**src/rtl/up2_ram.sv**
```systemverilog
// Request/ack register-array RAM: level requests, one-cycle acks after LATENCY+1 cycles.
// Write wins a simultaneous request (o_err pulse); dropping the request during WAIT aborts.
module up2_ram #(
  parameter int ADDR_NIBBLES = 1,
  parameter int DATA_NIBBLES = 1,
  parameter int LATENCY      = 0,
  localparam int ADDR_WIDTH  = 4 * ADDR_NIBBLES,
  localparam int DATA_WIDTH  = 4 * DATA_NIBBLES,
  localparam int DEPTH       = 1 << ADDR_WIDTH
) (
  input  logic                  clk,
  input  logic                  nRst,
  input  logic                  i_read_req,
  output logic                  o_read_ack,
  input  logic                  i_write_req,
  output logic                  o_write_ack,
  input  logic [ADDR_WIDTH-1:0] i_addr,
  input  logic [DATA_WIDTH-1:0] i_data,
  output logic [DATA_WIDTH-1:0] o_data,
  output logic                  o_busy,
  output logic                  o_err
);

  typedef enum logic [1:0] {S_IDLE, S_WAIT, S_ACK} state_t;

  localparam logic [3:0] LAT = 4'(LATENCY);

  state_t                r_state;
  state_t                w_next;
  logic [3:0]            r_cnt;
  logic [ADDR_WIDTH-1:0] r_addr;
  logic [DATA_WIDTH-1:0] r_data;
  logic                  r_op_wr;
  logic [DATA_WIDTH-1:0] r_rdata;
  logic                  r_read_ack;
  logic                  r_write_ack;
  logic                  r_err;
  logic [DATA_WIDTH-1:0] r_mem [DEPTH];

  logic w_accept;
  logic w_fire;
  logic w_dec;
  logic w_held;

  always_ff @(posedge clk or negedge nRst) begin
    if (!nRst) r_state <= S_IDLE;
    else       r_state <= w_next;
  end

  always_comb begin
    w_next   = r_state;
    w_accept = 1'b0;
    w_fire   = 1'b0;
    w_dec    = 1'b0;
    w_held   = r_op_wr ? i_write_req : i_read_req;
    case (r_state)
      S_IDLE: begin
        if (i_read_req || i_write_req) begin
          w_accept = 1'b1;
          w_next   = S_WAIT;
        end
      end
      S_WAIT: begin
        // A withdrawn request takes priority over completion.
        if (!w_held) begin
          w_next = S_IDLE;
        end else if (r_cnt == 4'd0) begin
          w_fire = 1'b1;
          w_next = S_ACK;
        end else begin
          w_dec = 1'b1;
        end
      end
      S_ACK:   w_next = S_IDLE;
      default: w_next = S_IDLE;
    endcase
  end

  always_ff @(posedge clk or negedge nRst) begin
    if (!nRst) begin
      r_cnt       <= '0;
      r_addr      <= '0;
      r_data      <= '0;
      r_op_wr     <= 1'b0;
      r_rdata     <= '0;
      r_read_ack  <= 1'b0;
      r_write_ack <= 1'b0;
      r_err       <= 1'b0;
      for (int i = 0; i < DEPTH; i++) r_mem[i] <= '0;
    end else begin
      r_read_ack  <= w_fire & ~r_op_wr;
      r_write_ack <= w_fire & r_op_wr;
      r_err       <= w_accept & i_read_req & i_write_req;
      if (w_accept) begin
        r_addr  <= i_addr;
        r_data  <= i_data;
        r_op_wr <= i_write_req;
        r_cnt   <= LAT;
      end else if (w_dec) begin
        r_cnt <= r_cnt - 4'd1;
      end
      if (w_fire) begin
        if (r_op_wr) r_mem[r_addr] <= r_data;
        else         r_rdata       <= r_mem[r_addr];
      end
    end
  end

  assign o_read_ack  = r_read_ack;
  assign o_write_ack = r_write_ack;
  assign o_data      = r_rdata;
  assign o_err       = r_err;
  assign o_busy      = (r_state != S_IDLE);

endmodule

```
**config.mk**
```make
export PLATFORM = sky130hd
export DESIGN_NAME = up2_ram
export DESIGN_NICKNAME = d
export VERILOG_FILES = /design/src/rtl/up2_ram.sv
export SDC_FILE = /design/constraint.sdc
export NUM_CORES = 1
export LEC_CHECK = 0
export CORE_MARGIN = 4
export CORE_UTILIZATION = 51
export CTS_CLUSTER_SIZE = 10
export DETAILED_ROUTE_END_ITERATION = 16
export GPL_TIMING_DRIVEN = 0
export PLACE_DENSITY = 0.74
export REMOVE_ABC_BUFFERS = 1
export SLEW_MARGIN = 10
export SYNTH_ARGS = -nofsm -noshare
export SYNTH_HDL_FRONTEND = slang
export SYNTH_SLANG_ARGS = --single-unit
```
**constraint.sdc**
```tcl
create_clock -name clk -period 3.87 [get_ports clk]
set_input_delay 0.774 -clock clk [delete_from_list [all_inputs] [get_ports clk]]
set_output_delay 0.774 -clock clk [all_outputs]
set_load 0.1 [all_outputs]
```
==> results.json <==
{
  "leakage_nw": 2.001,
  "post_layout_instance_count_excluding_filler_cells": 395,
  "layout.cells.most_common_list": "sky130_fd_sc_hd__dfrtp_1, sky130_fd_sc_hd__mux2_2, sky130_fd_sc_hd__nor2_1, sky130_fd_sc_hd__clkdlybuf4s50_1, sky130_fd_sc_hd__mux4_2",
  "gr-total-overflow": 0,
  "run_status": "completed",
  "synth.avg_cell_area_um2": 14.35,
  "final_net_count": 305,
  "worst_slack_ns": 1.064,
  "ioPinCount": 20,
  "report.final.slew_viol_count": 0,
  "critPathSlowestCell": "sky130_fd_sc_hd__clkdlybuf4s50_1",
  "power_per_cell_area_mw_per_mm2": 764.4,
  "timing.critical_path.to_type": "output port",
  "dp.final_hpwl_um": 5017,
  "data_arrival_time_of_the_critical_path_ns": 2.03,
  "drv_cap": 0,
  "post_synthesis_cell_type_count": 42,
  "synth_top_family_by_area": "multiplexers",
  "ys_ff_latch": 86,
  "synth_simple_gate_area_share_pct": 7.867,
  "worstPathCellList": "nor2_1 > inv_1 > clkdlybuf4s50_1",
  "avgRoutedWirePerCell_um": 18.99,
  "finalSetupViolations": 0,
  "antenna_left": 0,
  "ctsLongestPathBuffers": 2,
  "routabilityCongestion": 0.7343,
  "synth-edff-count": 0,
  "floorplan.core_area_mm2": 0.007408,
  "ys_async_sr_fraction_pct": 100.0,
  "grt_first_pass_wirelength_um": 12590,
  "ys_warn_count": 0,
  "route.final.wire_length_um": 7501,
  "clock_root_buffer_master": "sky130_fd_sc_hd__clkbuf_8",
  "grt_pass1_vias": 2359,
  "timing.critical_path.from_type": "flop",
  "n_antenna_cell": 0,
  "achievable-frequency_ghz": 0.3564,
  "num_rows": 31,
  "synth_compound_area_share_pct": 3.002,
  "power.total_mw": 3.377,
  "clkSlewWorstSetupHoldPaths_ns": 0.09,
  "netlist_instances": 276,
  "synth_xor_area_share_pct": 0.4423,
  "hold_path_class": "in2async",
  "tritoncts_clock_tree": "built",
  "pre_cts_ws_ns": 1.067,
  "timing.max_slew.rel_slack_pct": 35.29,
  "die-width_um": 96.12,
  "numPortBuffers": 19,
  "rsz0062_at_grt": "false",
  "vdd_drop_max_uv": 276.5,
  "area_of_the_die_mm2": 0.009239,
  "timing_worst_setup_path_type": "reg2out",
  "area_growth_from_synthesis_to_layout_pct": 11.56,
  "r2r_cells": 4,
  "placed_cells": 379,
  "effective_utilization_at_floorplan_pct": 53.45,
  "worstPathMaxFanout": 5,
  "slew_of_the_pin_with_the_lowest_slew_margin_ns": 0.9676,
  "slowest_cell_delay_on_critical_path_ns": 0.97,
  "tritoncts.num_buffers": 9,
  "layout_commonest_cell": "sky130_fd_sc_hd__dfrtp_1",
  "cts_num_sinks": 86,
  "firstDrtPassIters": 4,
  "worst_r2r_startpoint": "r_addr[2]",
  "crit-reg2reg-capture": "r_mem[30]",
  "cts-hold-fix-buffers": 0,
  "drt-initial-drc-count": 138,
  "num-fill-cells": 584,
  "die_height_um": 96.12,
  "grt_start_max_net_pins": 65,
  "timing.final.crit_period_ns": 2.806,
  "detailroute.via_count": 2289,
  "fraction_of_the_yosys_area_taken_by_sequential_cells_pct": 54.34,
  "multiInputGateArea_mm2": 0.001704,
  "worstPathRequired_ns": 3.10,
  "grt_use_total_pct": 18.50,
  "synth.area.mux_share_pct": 31.09,
  "insertion_delay_ns": 0.35,
  "netlist_area_mm2": 0.003960,
  "top_flip_flop_cell_by_instance_count_after_synthesis": "sky130_fd_sc_hd__dfrtp_1",
  "fin_skew_ns": 0.01002,
  "post_cts.repair.setup_buffers": 0,
  "layout_worst_path_cycle_share_pct": 72.50,
  "cts.repair.resized": 0,
  "layout-drive-gt1-share_pct": 34.80,
  "cts.htree.levels": 3,
  "post_synth_fa_ha_maj_area_fraction_pct": 0.6319,
  "drc": 0,
  "regArea_mm2": 0.002152,
  "grt_antenna_before_repair": 0,
  "hold_viol": 0,
  "timing.reg2reg.setup_slack_ns": 1.51,
  "vias_per_cell": 5.795
}
## where the power goes
part           switching (mW)  internal [mW]
sequential              0.399           1.15
clock                   0.320          0.316
combinational           0.618          0.570
total                    1.34           2.04
## worst max-delay path: cells and delay by family, from the launching register on
kind                   cells  cell delay, ns
buffers and inverters      2            1.03
flip-flops                 1            0.41
AND/OR/NAND/NOR            1            0.24
## cells by family after synthesis
group | Yosys count
AOI/OAI and AO/OA | 17
xor gates and xnor gates | 2
adders and majority gates | 2
buffers and inverters | 22
DFF | 86
muxes | 92
and+or+nand+nor | 55
## state kept, by name, indices dropped and copies added, names as in the netlist
signal and cells:
r_cnt 4, r_state 2, o_data 4, o_err 1, o_write_ack 1, r_addr 4
o_read_ack 1, r_data 4, r_op_wr 1, r_mem 64
## through the flow
stage,setup TNS (ns),utilization [%],hold slack (ns),instance area (µm²)
finish,0,59.64,0.3110,4418
global placement,-86.36,56.60,0.4697,4193
floorplan,0,-,0.4587,3879
CTS,0,59.64,0.3028,4418
detailed placement,0,56.93,0.4792,4218
global route,0,59.64,0.3065,4418
## synth_stat cells, drive strengths merged, types with 3 or more instances
master    n  area [µm²]
dfrtp    86        2152
mux2     73       840.8
nor2     22       82.58
mux4     16       360.4
buf      10       58.81
clkbuf    6       22.52
inv       5       18.77
nand2     4       15.01
nand3     4       25.02
nand3b    4       30.03
o21ai     4       20.02
a31oi     3       18.77
and3      3       18.77
mux2i     3       30.03
nand4     3       18.77
nor2b     3       18.77
o2bb2ai   3       26.28
or2       3       18.77
## how the worst max path moves through the flow
stage | endpoint | slack [ns] | startpoint
floorplan | r_mem[0] | 1.96 | i_write_req
global placement | o_data[1] | -1.01 | nRst
detailed placement | r_mem[3] | 1.07 | i_write_req
global route | o_busy | 0.99 | r_state[0]
finish | o_busy | 1.06 | r_state[0]
CTS | o_busy | 1.05 | r_state[0]
## layer usage
| metal | wire (µm) | GRT usage [%] |
|---|---|---|
| met3 | 189 | 3.518 |
| met4 | 119 | 7.109 |
| met1 | 3619 | 25.73 |
| met2 | 3572 | 28.81 |
| met5 | 0 | 0 |
## area by class of cell
type                    count  share of cell area, %
inverters                   6                 0.5098
multi-input cells         168                  38.57
well taps                  99                  2.804
repair buffers             20                  4.871
clock inverters             5                  1.331
flip-flops and latches     86                  48.71
clock buffers              11                  3.200
Power figures use the tool's default switching activity.
